==> src/rtl/pixel_readout_sched.sv <==
// Row-by-row readout sequencer: round-robin row pick, column arbiter drive,
// one (row, column) event per grant with a per-pixel acknowledge pulse.
module pixel_readout_sched #(
  parameter int unsigned ROWS    = 4,
  parameter int unsigned COLS    = 4,
  parameter int unsigned ROW_ADD = 2,
  parameter int unsigned COL_ADD = 2
) (
  input  logic                 clk_i,
  input  logic                 reset_i,
  input  logic                 enable_i,
  input  logic [ROWS*COLS-1:0] pix_req_i,
  output logic                 col_refresh_o,
  output logic                 col_enable_o,
  output logic [COLS-1:0]      col_req_o,
  input  logic [COLS-1:0]      col_gnt_i,
  input  logic [COL_ADD-1:0]   col_add_i,
  output logic                 evt_valid_o,
  input  logic                 evt_ready_i,
  output logic [ROW_ADD-1:0]   evt_xadd_o,
  output logic [COL_ADD-1:0]   evt_yadd_o,
  output logic [ROWS*COLS-1:0] pix_ack_o,
  output logic                 busy_o,
  output logic                 err_o
);

  localparam int unsigned NPIX   = ROWS * COLS;
  localparam int unsigned PIX_AW = (NPIX > 1) ? $clog2(NPIX) : 1;

  localparam logic [2:0] S_IDLE     = 3'd0;
  localparam logic [2:0] S_ROW_SEL  = 3'd1;
  localparam logic [2:0] S_COL_STEP = 3'd2;
  localparam logic [2:0] S_COL_WAIT = 3'd3;
  localparam logic [2:0] S_EMIT     = 3'd4;
  localparam logic [2:0] S_ROW_DONE = 3'd5;

  logic [2:0]         r_state;
  logic [COLS-1:0]    r_row_snap;
  logic [ROW_ADD-1:0] r_last_row;
  logic [ROW_ADD-1:0] r_xadd;
  logic [COL_ADD-1:0] r_yadd;
  logic               r_err;
  logic               r_col_refresh;
  logic               r_col_enable;
  logic [COLS-1:0]    r_col_req;
  logic               r_evt_valid;
  logic               r_busy;

  logic [2:0]         w_state_nxt;
  logic [COLS-1:0]    w_snap_nxt;
  logic [ROW_ADD-1:0] w_last_row_nxt;
  logic [ROW_ADD-1:0] w_xadd_nxt;
  logic [COL_ADD-1:0] w_yadd_nxt;
  logic               w_err_nxt;
  logic [NPIX-1:0]    w_pix_ack;
  logic [ROW_ADD-1:0] w_sel_row;
  logic               w_sel_found;

  // Round-robin search for the first requesting row after last_row
  always_comb begin
    w_sel_row   = ROW_ADD'((32'(r_last_row) + 32'd1) % ROWS);
    w_sel_found = 1'b0;
    for (int unsigned i = 1; i <= ROWS; i++) begin
      int unsigned idx;
      idx = (32'(r_last_row) + i) % ROWS;
      if (!w_sel_found && (|pix_req_i[idx*COLS +: COLS])) begin
        w_sel_row   = ROW_ADD'(idx);
        w_sel_found = 1'b1;
      end
    end
  end

  // Next-state and datapath updates
  always_comb begin
    w_state_nxt    = r_state;
    w_snap_nxt     = r_row_snap;
    w_last_row_nxt = r_last_row;
    w_xadd_nxt     = r_xadd;
    w_yadd_nxt     = r_yadd;
    w_err_nxt      = r_err;
    w_pix_ack      = '0;
    case (r_state)
      S_IDLE: begin
        if (enable_i && (|pix_req_i)) w_state_nxt = S_ROW_SEL;
      end
      S_ROW_SEL: begin
        w_xadd_nxt  = w_sel_row;
        w_snap_nxt  = pix_req_i[32'(w_sel_row)*COLS +: COLS];
        w_state_nxt = S_COL_STEP;
      end
      S_COL_STEP: begin
        w_state_nxt = S_COL_WAIT;
      end
      S_COL_WAIT: begin
        if (col_gnt_i == '0) begin
          w_state_nxt = S_ROW_DONE;
        end else if ($onehot(col_gnt_i) && (|(col_gnt_i & r_row_snap))) begin
          w_yadd_nxt  = col_add_i;
          w_snap_nxt  = r_row_snap & ~col_gnt_i;
          w_pix_ack[PIX_AW'(r_xadd) * PIX_AW'(COLS) + PIX_AW'(col_add_i)] = 1'b1;
          w_state_nxt = S_EMIT;
        end else begin
          // Grant outside the snapshot or not one-hot: arbiter out of step
          w_err_nxt   = 1'b1;
          w_state_nxt = S_ROW_DONE;
        end
      end
      S_EMIT: begin
        if (evt_ready_i) w_state_nxt = (|r_row_snap) ? S_COL_STEP : S_ROW_DONE;
      end
      S_ROW_DONE: begin
        w_last_row_nxt = r_xadd;
        w_snap_nxt     = '0;
        w_state_nxt    = S_IDLE;
      end
      default: begin
        w_state_nxt = S_IDLE;
      end
    endcase
  end

  // State and registered outputs, decoded from the next state
  always_ff @(posedge clk_i or posedge reset_i) begin
    if (reset_i) begin
      r_state       <= S_IDLE;
      r_row_snap    <= '0;
      r_last_row    <= ROW_ADD'(ROWS - 1);
      r_xadd        <= '0;
      r_yadd        <= '0;
      r_err         <= 1'b0;
      r_col_refresh <= 1'b0;
      r_col_enable  <= 1'b0;
      r_col_req     <= '0;
      r_evt_valid   <= 1'b0;
      r_busy        <= 1'b0;
    end else begin
      r_state       <= w_state_nxt;
      r_row_snap    <= w_snap_nxt;
      r_last_row    <= w_last_row_nxt;
      r_xadd        <= w_xadd_nxt;
      r_yadd        <= w_yadd_nxt;
      r_err         <= w_err_nxt;
      r_col_refresh <= (w_state_nxt == S_ROW_SEL);
      r_col_enable  <= (w_state_nxt == S_COL_STEP);
      r_col_req     <= ((w_state_nxt == S_COL_STEP) || (w_state_nxt == S_COL_WAIT))
                       ? w_snap_nxt : '0;
      r_evt_valid   <= (w_state_nxt == S_EMIT);
      r_busy        <= (w_state_nxt != S_IDLE);
    end
  end

  assign col_refresh_o = r_col_refresh;
  assign col_enable_o  = r_col_enable;
  assign col_req_o     = r_col_req;
  assign evt_valid_o   = r_evt_valid;
  assign evt_xadd_o    = r_xadd;
  assign evt_yadd_o    = r_yadd;
  assign pix_ack_o     = w_pix_ack;
  assign busy_o        = r_busy;
  assign err_o         = r_err;

endmodule

==> config.mk <==
export PLATFORM = sky130hd
export DESIGN_NAME = pixel_readout_sched
export DESIGN_NICKNAME = d
export VERILOG_FILES = /design/src/rtl/pixel_readout_sched.sv
export SDC_FILE = /design/constraint.sdc
export NUM_CORES = 1
export LEC_CHECK = 0
export CAP_MARGIN = 40
export CORE_MARGIN = 5
export CORE_UTILIZATION = 44
export CTS_BUF_LIST = sky130_fd_sc_hd__clkbuf_4 sky130_fd_sc_hd__clkbuf_8
export DETAILED_ROUTE_END_ITERATION = 7
export PLACE_DENSITY_LB_ADDON = 0.3
export SLEW_MARGIN = 40
export SYNTH_ARGS = -nofsm -noshare
export SYNTH_HDL_FRONTEND = slang
export SYNTH_SLANG_ARGS = --single-unit
==> constraint.sdc <==
create_clock -name clk_i -period 14.3 [get_ports clk_i]
set_clock_uncertainty 0.2 [all_clocks]
set_input_delay 4.29 -clock clk_i [delete_from_list [all_inputs] [get_ports clk_i]]
set_output_delay 4.29 -clock clk_i [all_outputs]
set_load 0.05 [all_outputs]
* Word-level counts from Yosys, hierarchy flattened
Cells that the tools add are included.
** Storage, ports and cells
- Register bits :: 22
- Input bits :: 26
- Output and inout bits :: 29
- Logic and storage cells :: 84
** Operators by class
- $add $sub $neg :: 8
- $lt $le $gt $ge :: 2
- Equality and inequality tests :: 10
- Shifts and indexed selects :: 5
- Mux-type cells :: 21
- Bitwise operators :: 5
- Reductions and logical operators :: 22
** Operator list (count)
- $shiftx A16 B5 Y4 :: 5
- $mux W16 :: 3
- $reduce_or A4 Y1 :: 6
- $reduce_or A16 Y1 :: 1
- $pmux W3 S5 :: 1
- $eq A3 B2 Y1 const B :: 4
- $mux W4 :: 3
- $pmux W4 S3 :: 1
- $eq A3 B1 Y1 const B :: 3
- $eq A3 B3 Y1 const B :: 3
- $mux W3 :: 3
- $and A4 B4 Y4 :: 2
- $logic_and A1 B1 Y1 :: 6
- $mux W1 :: 6
- $mux W2 :: 3
- $reduce_and A3 Y1 :: 2
- $lt A4 B5 Y1 const B :: 1
- $add A1 B1 Y2 :: 2
- $add A2 B1 Y2 const B :: 2
- $add A2 B2 Y2 const B :: 2
- $add A4 B2 Y4 :: 1
- $demux W1 S4 :: 1
- $ge A4 B1 Y1 const B :: 1
- $logic_not A4 Y1 :: 1
- 7 further kinds :: 10

* Longest topological paths before layout
Gate-level depths: netlist of the first run.
- Word-level depth :: 16
- Depth in mapped cells :: 12
- Depth with buffers taken out :: 11

* Least setup slack after synthesis of the first run
No wires, ideal clock.
- Path kind :: in2out
- Start point :: input col_gnt_i[0]
- End point :: output pix_ack_o[12]
- Arrival :: 7.630 ns
- Required time :: 9.810 ns
- Path slack :: 2.180 ns
- Stages on the path :: 12
- Buffers on the path :: 1
- Cell sequence :: inv_1 > fa_1 > inv_1 > ha_1 > ha_1 > or3b_1 > a21o_1 > or3_1 > clkbuf_1 > inv_1 > nand3_1 > nor3_1
** On the way
- Cells in the longest elaborated chain, start to end :: 7
- Elaborated cells between the ends (all ways) :: 10
- Classes of those cells :: add/sub (2); eq/ne (1); mux (3); bitwise (1); reduce/logical (3)
** Ends and longest elaborated chain
- start, declared :: line 16 : input logic [COLS-1:0] col_gnt_i,
- $add A1 B1 Y2 (not written as such) :: line 97 : end else if ($onehot(col_gnt_i) && (|(col_gnt_i & r_row_snap))) begin
- $add A2 B2 Y3 (not written as such) :: line 97
- $eq A3 B1 Y1 :: line 97
- $logic_and A1 B1 Y1 :: line 97
- $mux W16 :: line 97
- $mux W16 (*) :: line 95 : if (col_gnt_i == '0) begin
- $mux W16 (*) :: line 82 : case (r_state)
- end, declared :: line 22 : output logic [ROWS*COLS-1:0] pix_ack_o,
Mark *: on every way between the ends. The rest lies on a longest branch, timed or not.

* Worst setup path in the final report of the first run
- Start point :: input col_gnt_i[0]
- End point :: output pix_ack_o[0]
Same word-level chain as after synthesis.

==> results of run 1 <==
-- logic make-up after synthesis --
kind of cell / count (synthesis) / synth area share
AND/OR/NAND/NOR: 80 / 0.290
AO/OA/AOI/OAI: 45 / 0.215
flip-flops: 22 / 0.370
buffers and inverters: 15 / 0.0385
multiplexers: 6 / 0.0419
adder cells (fa/ha/maj): 4 / 0.0385
XOR/XNOR: 1 / 0.00586
-- registers in the layout (all words and copies together), names as in the netlist --
register and count:
col_refresh_o 1, r_last_row 2, err_o 1, col_req_o 4, evt_xadd_o 2, col_enable_o 1
r_row_snap 4, r_state 3, evt_yadd_o 2, busy_o 1, evt_valid_o 1
-- metal layers --
layer  part of all wire  GRT usage
met3              0.092     0.0345
met2               0.47      0.300
met1               0.43      0.249
met5                  0          0
met4             0.0051     0.0596
-- cell usage after synthesis (all sizes together) (2+ instances only) --
cell type,number
nor4,4
ha,3
o31a,3
o21a,3
dfstp,2
nand2,21
a21oi,5
inv,12
nor3,7
a31oi,2
a22oi,3
or3,3
nor2,26
a21o,3
buf,2
or4,4
dfrtp,20
o21bai,2
nand2b,2
o21ai,8
nand3,3
o211ai,5
nor3b,5
nor2b,3
mux2i,4
o22ai,4
mux2,2
-- where the power goes --
group | switching [mW] | internal (mW) | total (mW)
clock network | 0.0187 | 0.0128 | 0.0315
registers | 0.0258 | 0.0897 | 0.115
logic | 0.137 | 0.0863 | 0.224
-- final timing paths --
path                          startpoint             to  cells after the start  slack (ns)
max                         col_gnt_i[0]   pix_ack_o[0]                     12        1.59
min                                err_o          err_o                      1        0.29
max reg2reg                r_row_snap[0]         busy_o                      7       11.98
min reg2reg                        err_o          err_o                      1        0.29
max in group asynchronous        reset_i  r_last_row[1]                      2        9.46
min in group asynchronous        reset_i  r_row_snap[2]                      2        4.10
-- per-stage QoR --
stage               setup WS, ns  std cells  total power, mW  instance area [µm²]  hold slack (ns)
floorplan                   2.18        173            0.271                 1490            0.311
CTS                         1.59        274            0.371                 2110            0.288
detailed placement          1.60        270            0.339                 2080            0.247
global placement            1.66        270            0.336                 2080            0.259
global route                1.38        274            0.397                 2110            0.302
finish                      1.59        274            0.371                 2110            0.288
-- final cells by class --
cell class              instances  share of cell area
multi-input cells             136               0.419
flip-flops and latches         22               0.262
repair buffers                 54               0.256
well taps                      46              0.0273
inverters                      12              0.0214
clock buffers                   4              0.0142
-- critical path, stage by stage --
cell                              delay [ns]
sky130_fd_sc_hd__clkdlybuf4s50_1        0.50
sky130_fd_sc_hd__inv_1                  0.09
sky130_fd_sc_hd__fa_1                   0.54
sky130_fd_sc_hd__inv_1                  0.04
sky130_fd_sc_hd__ha_1                   0.17
sky130_fd_sc_hd__ha_1                   0.26
sky130_fd_sc_hd__or3b_1                 0.39
sky130_fd_sc_hd__a21o_1                 0.20
sky130_fd_sc_hd__or3_1                  0.42
sky130_fd_sc_hd__or3_4                  0.39
sky130_fd_sc_hd__nor3_2                 0.10
sky130_fd_sc_hd__clkdlybuf4s50_1        0.82
==> reports/summary.md, run 1 <==
### Timing
- **highest achievable clock rate** 78.7 MHz
- **sum of negative setup slack** 0 ns
- **minimum period implied by the final worst setup slack** 12.71 ns
- **number of slew-limit violations in the final report** 0
- **final hold viol count** 0
- **Tcrit/Tclk final** 0.889
- **remaining max-slew budget at the tightest pin** 0.458
- **count of final setup violators** 0
- **RSZ-0062 raised after global routing** false
- **slew of the pin with the lowest slew margin** 0.806 ns

### Drt
- **routed length per placed instance** 15.0 µm
- **remaining antenna violation count after routing** 0
- **vias per cell** 5.47
- **Remaining DRCs** 0
- **drt initial violations** 97
- **routed vias** 1499
- **Routed Wire Length** 4110 µm
- **first-pass iteration count of the detailed router** 4

### Clocking
- **clock-pin slew on the worst setup and hold paths** 0.11 ns
- **count of H-tree levels built during CTS** 1
- **number of hold-repair buffers added at the cts stage** 0
- **buffer count from post-CTS setup fixing** 0
- **# resized after CTS** 0
- **CTS Sinks** 22
- **maximum clock path buffer count** 2
- **clock tree from TritonCTS** done
- **library cell used as clock root buffer** sky130_fd_sc_hd__clkbuf_4
- **TritonCTS Buffers** 3
- **clock latency of the later-clocked register in the worst-skew pair** 0.31 ns

### Cells and area
- **most common cell after layout, fill and taps aside** sky130_fd_sc_hd__clkdlybuf4s50_1
- **most frequent cells in the layout** sky130_fd_sc_hd__clkdlybuf4s50_1, sky130_fd_sc_hd__nor2_1, sky130_fd_sc_hd__nand2_1
- **growth of design area from synthesis to finish** 41.2%
- **fraction of final layout cells sized beyond drive strength 1** 0.0965
- **n_diodes** 0
- **register area** 553 µm²
- **area occupied by multi-input gates** 883 µm²
- **Filler cells** 308
- **Final nets** 259
- **final core utilization** 0.637

### Floorplan
- **core footprint** 0.00331 mm²
- **die span in x** 68.3 µm
- **vertical die dimension** 68.3 µm
- **count of pins on the block boundary** 55
- **number of core rows** 21
- **effective utilization at floorplan** 0.451
- **area enclosed by the die boundary** 0.00466 mm²

### Synth
- **number of synthesized register bits** 22
- **cell types occupying the most area after synthesis** sky130_fd_sc_hd__dfrtp_1, sky130_fd_sc_hd__nor2_1, sky130_fd_sc_hd__nand2_1
- **total standard cell area after synthesis** 0.00149 mm²
- **EDFF count, synth** 0
- **synthesized area per cell** 8.64 µm²
- **post-synth top area cell** sky130_fd_sc_hd__dfrtp_1
- **post-synthesis net count** 203
- **share of synthesized area occupied by flip-flops and latches** 0.370
- **count of different cell masters after synthesis** 51
- **share of synthesized registers carrying an async set or reset** 1.00
- **share of the synthesized area in the top cell type** 0.335
- **most used flip-flop cell after synthesis** sky130_fd_sc_hd__dfrtp_1
- **number of standard cells after synthesis** 173
- **total number of yosys warnings** 0

### Pwr
- **leakage component of the power** 0.848 nW
- **total power divided by cell area** 176 mW/mm²
- **worst voltage drop across the vdd grid** 106 µV

### Critical path
- **CP Data Arrival Time** 8.22 ns
- **worst endpoint required time** 9.81 ns
- **type of element capturing the critical path** output port
- **worst-path fanout max** 6
- **Crit Path Category** in -> out
- **Critical Path Start Type** input port

### GRT
- **overall track demand over capacity in global routing** 0.186
- **pin count of the biggest net entering global routing** 23
- **antenna violations before repair** 0
- **global-route wire length before repair** 6480 µm
- **number of global-route vias before repair** 1423
- **final global-route overflow total** 0

### Min path
- **worst hold-check path type** reg -> reg

### Flow run
- **number of max-cap violations** 0

### Run status
- **result of the run** finished, final reports clean

### Placement
- **detailed placer's ending HPWL** 3350 µm
- **buffers added on ports** 54
- **last weighted congestion value of the routability-driven placer** 0.847

Power figures use the tool's default switching activity.
==> run 2: changes to the inputs <==
Settings changed: MAX_ROUTING_LAYER from default to met4.
Clock period 14.3 ns to 14 ns, I/O delays scaled along.
==> run 2 against run 1 <==
  * Wire length fell by 0.29%
  * Non-clock buffer count is the same
  * Sequential power barely moved
  * Die area is the same
  * Design area unchanged
  * Clock power increased by 2%
  * Via count increased by 1.0%
  * Register-to-register slack worse by 0.30 ns
  * Sequential cell count stayed put
  * Global-route usage up 0.53 points
  * Critical path type unchanged
==> reports/summary.md, run 2 (synthesis gave the netlist of run 1 again) <==
### Run status
- **result of the run** finished, final reports clean

### Floorplan
- **vertical die dimension** 68.3 µm, unchanged
- **core footprint** 0.00331 mm², unchanged
- **number of core rows** 21, unchanged
- **effective utilization at floorplan** 0.451, unchanged
- **die span in x** 68.3 µm, unchanged
- **count of pins on the block boundary** 55, unchanged
- **area enclosed by the die boundary** 0.00466 mm², unchanged

### Timing
- **RSZ-0062 raised after global routing** false
- **Tcrit/Tclk final** 0.895
- **count of final setup violators** 0, unchanged
- **final hold viol count** 0, unchanged
- **highest achievable clock rate** 79.8 MHz
- **minimum period implied by the final worst setup slack** 12.53 ns
- **number of slew-limit violations in the final report** 0, unchanged
- **slew of the pin with the lowest slew margin** 0.806 ns, +0.000262 ns
- **sum of negative setup slack** 0 ns, unchanged
- **Worst Hold Slack** 0.287 ns, -0.000185 ns
- **remaining max-slew budget at the tightest pin** 0.458, about the same

### Clocking
- **clock tree from TritonCTS** done
- **count of H-tree levels built during CTS** 1, unchanged
- **CTS Sinks** 22, unchanged
- **TritonCTS Buffers** 3, unchanged
- **clock latency of the later-clocked register in the worst-skew pair** 0.31 ns, about the same
- **# resized after CTS** 0, unchanged
- **buffer count from post-CTS setup fixing** 0, unchanged
- **library cell used as clock root buffer** sky130_fd_sc_hd__clkbuf_4
- **number of hold-repair buffers added at the cts stage** 0, unchanged
- **maximum clock path buffer count** 2, unchanged
- **clock-pin slew on the worst setup and hold paths** 0.11 ns, about the same

### Placement
- **detailed placer's ending HPWL** 3350 µm, unchanged
- **buffers added on ports** 54, unchanged
- **last weighted congestion value of the routability-driven placer** 0.861, +1.6%

### Pwr
- **Power, Total** 379 µW, +2.1%
- **worst voltage drop across the vdd grid** 108 µV, +2.2%
- **total power divided by cell area** 179 mW/mm², +2.1%
- **leakage component of the power** 0.848 nW, unchanged

### GRT
- **pin count of the biggest net entering global routing** 23, unchanged
- **antenna violations before repair** 0, unchanged
- **overall track demand over capacity in global routing** 0.191, +0.00525
- **final global-route overflow total** 0, unchanged
- **global-route wire length before repair** 6480 µm, unchanged
- **number of global-route vias before repair** 1425, +0.14%

### Critical path
- **kind of cell adding the most delay to the critical path** buffers and inverters
- **Crit Path Category** in -> out
- **CP Data Arrival Time** 8.13 ns, -0.09 ns
- **count of buffer and inverter cells on the critical path** 4, unchanged
- **Critical Path Source** col_gnt_i[0]
- **worst endpoint required time** 9.60 ns, -0.21 ns
- **Critical Path Start Type** input port
- **CP max stage cell** sky130_fd_sc_hd__clkdlybuf4s50_1
- **worst r2r src** r_row_snap[0]
- **maximum single-stage delay on the critical path** 0.82 ns, about the same
- **worst-path fanout max** 6, unchanged
- **type of element capturing the critical path** output port
- **cell chain of the critical path** clkdlybuf4s50_1 -> inv_1 -> fa_1 -> inv_1 -> ha_1 -> ha_1 -> or3b_1 -> a21o_1 -> or3_1 -> or3_4 -> nor3_2 -> clkdlybuf4s50_1

### Drt
- **Remaining DRCs** 0, unchanged
- **drt initial violations** 99, +2.1%
- **routed vias** 1514, +1.0%
- **vias per cell** 5.53, +1.0%
- **routed length per placed instance** 14.9 µm, -0.29%
- **first-pass iteration count of the detailed router** 4, unchanged
- **Routed Wire Length** 4090 µm, -0.29%
- **remaining antenna violation count after routing** 0, unchanged

### Cells and area
- **growth of design area from synthesis to finish** 41.2%, unchanged
- **n_diodes** 0, unchanged
- **fraction of final layout cells sized beyond drive strength 1** 0.0965, unchanged
- **Final nets** 259, unchanged
- **Filler cells** 308, unchanged
- **most common cell after layout, fill and taps aside** sky130_fd_sc_hd__clkdlybuf4s50_1
- **most frequent cells in the layout** sky130_fd_sc_hd__clkdlybuf4s50_1, sky130_fd_sc_hd__nor2_1, sky130_fd_sc_hd__nand2_1
- **final core utilization** 0.637, unchanged

### Flow run
- **number of max-cap violations** 0, unchanged

### Min path
- **hold wc startpoint** evt_yadd_o[0]
- **worst hold-check path type** reg -> reg

==> run 2: cell counts in the layout (fill, tap and decap cells not counted) <==
Identical to the previous run, type by type.
==> run 2: power by group <==
part / total, mW / switching, mW / internal, mW
Combinational: 0.229 / 0.140 / 0.0882
Sequential: 0.118 / 0.0262 / 0.0917
Clock: 0.0321 / 0.0190 / 0.0131
==> run 2: worst register-to-register path: stages (launching register included) <==
cell	delay, ns
sky130_fd_sc_hd__dfrtp_1	0.43
sky130_fd_sc_hd__nor4_1	0.42
sky130_fd_sc_hd__nor2b_1	0.11
sky130_fd_sc_hd__a21oi_1	0.18
sky130_fd_sc_hd__nor2_1	0.09
sky130_fd_sc_hd__nor2_1	0.32
sky130_fd_sc_hd__inv_1	0.13
sky130_fd_sc_hd__or3_1	0.33
==> run 2: area by class of cell <==
| class | instances | area [µm²] | share of cell area |
|---|---|---|---|
| multi-input combinational | 136 | 883 | 0.419 |
| sequential | 22 | 553 | 0.262 |
| timing repair buffer | 54 | 541 | 0.256 |
| tap | 46 | 57.6 | 0.0273 |
| inverter | 12 | 45.0 | 0.0214 |
| clock buffer | 4 | 30.0 | 0.0142 |
==> run 2: final timing paths <==
check	endpoint	slack [ns]	cells past startpoint
worst max-delay path	pix_ack_o[0]	1.47	12
worst min-delay path	evt_yadd_o[0]	0.29	2
worst max register to register	busy_o	11.68	7
worst min register to register	evt_yadd_o[0]	0.29	2
max in group asynchronous	r_last_row[1]	9.25	2
min in group asynchronous	r_row_snap[2]	4.01	2
==> run 2: metal layers <==
layer,track usage,part of all wire
met1,0.252,0.43
met2,0.300,0.47
met3,0.0312,0.092
met4,0.0596,0.0076
met5,-,0
==> run 2: through the flow <==
| step | cell area (µm²) | instances | setup WS, ns |
|---|---|---|---|
| 2_1_floorplan | 1490 | 173 | 2.06 |
| 3_3_place_gp | 2080 | 270 | 1.54 |
| 3_5_place_dp | 2080 | 270 | 1.48 |
| 4_1_cts | 2110 | 274 | 1.47 |
| 5_1_grt | 2110 | 274 | 1.26 |
| 6_report | 2110 | 274 | 1.47 |
==> run 3: changes to the inputs <==
Settings changed: CORE_UTILIZATION 44 to 49.
Clock period 14 ns to 15.2 ns, I/O delays scaled along.
==> run 3 against run 2 <==
  * Final cell count is 4.7% lower
  * First-iteration DRC count is 10% higher
  * Register-to-register slack better by 1.2 ns
  * Global-route usage is 2.0 points higher
  * Worst hold slack worse by 0.0036 ns
  * Via count is 2.6% higher
  * Sequential cell count stayed put
  * Sequential share of layout area is 0.078 points lower
  * Highest routed layer unchanged
  * Sequential power is 7% lower
  * Largest cell class unchanged
  * Core utilization is 7.3 points higher
==> reports/summary.md, run 3 (synthesis gave the netlist of run 1 again) <==
### Critical path
- **Critical Path Start Type** input port
- **Worst R2R Setup Slack** 12.88 ns, +1.20 ns
- **Crit Path Category** in -> out
- **kind of cell adding the most delay to the critical path** buffers and inverters
- **Stages on worst setup path** 12, unchanged
- **maximum single-stage delay on the critical path** 0.82 ns, about the same
- **RR Endpoint** busy_o
- **Critical Path Source** col_gnt_i[0]
- **cell chain of the critical path** clkdlybuf4s50_1 -> inv_1 -> fa_1 -> inv_1 -> ha_1 -> ha_1 -> or3b_1 -> a21o_1 -> or3_1 -> or3_4 -> nor3_2 -> clkdlybuf4s50_1
- **type of element capturing the critical path** output port
- **count of buffer and inverter cells on the critical path** 4, unchanged
- **worst-path fanout max** 6, unchanged
- **worst endpoint required time** 10.44 ns, +0.84 ns
- **CP max stage cell** sky130_fd_sc_hd__clkdlybuf4s50_1
- **worst r2r src** r_row_snap[0]
- **worst-case reg-to-reg path depth** 7, unchanged
- **CP Data Arrival Time** 8.52 ns, +0.39 ns

### Cells and area
- **n_diodes** 0, unchanged
- **non-filler cells in the finished layout** 261, -4.7%
- **final core utilization** 0.711, +0.0733
- **most frequent cells in the layout** sky130_fd_sc_hd__clkdlybuf4s50_1, sky130_fd_sc_hd__nor2_1, sky130_fd_sc_hd__nand2_1
- **fraction of final layout cells sized beyond drive strength 1** 0.0965, unchanged
- **Final nets** 259, unchanged
- **growth of design area from synthesis to finish** 41.6%
- **most common cell after layout, fill and taps aside** sky130_fd_sc_hd__clkdlybuf4s50_1

### Timing
- **sum of negative setup slack** 0 ns, unchanged
- **minimum period implied by the final worst setup slack** 13.28 ns
- **RSZ-0062 raised after global routing** false
- **number of slew-limit violations in the final report** 0, unchanged
- **highest achievable clock rate** 75.3 MHz
- **final hold viol count** 0, unchanged
- **remaining max-slew budget at the tightest pin** 0.516, +0.0581
- **slew of the pin with the lowest slew margin** 0.720 ns, -0.0864 ns
- **count of final setup violators** 0, unchanged
- **Tcrit/Tclk final** 0.873

### Floorplan
- **die span in x** 65.2 µm, -4.5%
- **vertical die dimension** 65.2 µm, -4.5%
- **number of core rows** 20, -4.8%
- **area enclosed by the die boundary** 0.00425 mm², -8.7%
- **count of pins on the block boundary** 55, unchanged
- **effective utilization at floorplan** 0.502, +0.0504
- **core footprint** 0.00298 mm², -10%

### Pwr
- **net switching power of the design** 174 µW, -6.2%
- **internal power** 192 µW, -0.27%
- **worst voltage drop across the vdd grid** 98.2 µV, -9.5%
- **switching part of the total** 0.475, -0.0153
- **Clock power frac** 0.123, +0.038
- **Logic pwr share** 0.577, -0.027
- **part of the power in registers** 0.300, -0.011
- **leakage component of the power** 0.858 nW, +1.1%
- **total power divided by cell area** 173 mW/mm², -3.5%

### Min path
- **number of cells on the worst hold path** 1, -1
- **hold wc startpoint** err_o
- **worst hold-check path type** reg -> reg
- **Hold Path Sink** err_o

### Drt
- **Routed Wire Length** 4330 µm, +5.7%
- **Remaining DRCs** 0, unchanged
- **routed length per placed instance** 16.6 µm, +11%
- **vias per cell** 5.95, +7.8%
- **routed vias** 1554, +2.6%
- **remaining antenna violation count after routing** 0, unchanged
- **drt initial violations** 109, +10%
- **first-pass iteration count of the detailed router** 4, unchanged

### Clocking
- **buffer count from post-CTS setup fixing** 0, unchanged
- **clock latency of the later-clocked register in the worst-skew pair** 0.31 ns, about the same
- **number of hold-repair buffers added at the cts stage** 0, unchanged
- **count of H-tree levels built during CTS** 1, unchanged
- **clock tree from TritonCTS** done
- **# resized after CTS** 0, unchanged
- **clock-pin slew on the worst setup and hold paths** 0.12 ns, about the same
- **maximum clock path buffer count** 2, unchanged
- **TritonCTS Buffers** 3, unchanged
- **library cell used as clock root buffer** sky130_fd_sc_hd__clkbuf_4
- **CTS Sinks** 22, unchanged

### GRT
- **number of global-route vias before repair** 1483, +4.1%
- **global-route wire length before repair** 6930 µm, +6.9%
- **final global-route overflow total** 0, unchanged
- **pin count of the biggest net entering global routing** 23, unchanged
- **overall track demand over capacity in global routing** 0.211, +0.0203
- **antenna violations before repair** 0, unchanged

### Run status
- **result of the run** finished, final reports clean

### Placement
- **buffers added on ports** 54, unchanged
- **detailed placer's ending HPWL** 3610 µm, +7.6%
- **number of placed instances with taps included** 257, -4.8%
- **last weighted congestion value of the routability-driven placer** 0.892, +3.6%

### Flow run
- **number of max-cap violations** 0, unchanged

==> run 3: cell count changes in the layout (fill, tap and decap cells not counted) <==
cell                        before  now
sky130_fd_sc_hd__bufinv_16       0    1
sky130_fd_sc_hd__clkbuf_4        4    3
==> run 3: how the worst max path moves through the flow <==
| stage | to | slack (ns) |
|---|---|---|
| 3_3_place_gp | pix_ack_o[0] | 2.03 |
| 2_1_floorplan | pix_ack_o[12] | 2.54 |
| 4_1_cts | pix_ack_o[1] | 1.88 |
| 5_1_grt | pix_ack_o[0] | 1.76 |
| 3_5_place_dp | pix_ack_o[1] | 1.89 |
| 6_report | pix_ack_o[0] | 1.92 |
==> run 3: routing by layer <==
layer / track usage / up-vias / share of wire
li1: - / 738 / -
met1: 0.251 / 732 / 0.40
met2: 0.370 / 69 / 0.51
met3: 0.0291 / 15 / 0.068
met4: 0.0648 / 0 / 0.024
met5: - / - / 0
==> run 3: final cells by class <==
cell class              count  area [µm²]
well taps                  33        41.3
multi-input cells         136         883
clock inverters             1        30.0
inverters                  12        45.0
clock buffers               3        22.5
fillers                   245         862
flip-flops and latches     22         553
repair buffers             54         541
==> run 3: worst register-to-register path, cell delays in order, from the launching register on <==
cell	delay [ns]
sky130_fd_sc_hd__dfrtp_1	0.45
sky130_fd_sc_hd__nor4_1	0.44
sky130_fd_sc_hd__nor2b_1	0.11
sky130_fd_sc_hd__a21oi_1	0.18
sky130_fd_sc_hd__nor2_1	0.09
sky130_fd_sc_hd__nor2_1	0.31
sky130_fd_sc_hd__inv_1	0.12
sky130_fd_sc_hd__or3_1	0.32
==> run 3: power groups by stage <==
stage	registers (mW)	logic, mW	clock network, mW
6_report	0.110	0.212	0.0449
2_1_floorplan	0.141	0.113	0
4_1_cts	0.109	0.211	0.0458
5_1_grt	0.113	0.227	0.0494
3_3_place_gp	0.109	0.204	0
3_5_place_dp	0.110	0.210	0
==> run 3: through the flow <==
step | hold WS (ns) | power, mW | setup WS (ns) | area [µm²]
detailed placement | 0.258 | 0.320 | 1.89 | 2060
floorplan | 0.311 | 0.255 | 2.54 | 1490
global placement | 0.259 | 0.313 | 2.03 | 2060
finish | 0.284 | 0.367 | 1.92 | 2120
CTS | 0.288 | 0.366 | 1.88 | 2120
global route | 0.314 | 0.389 | 1.76 | 2120
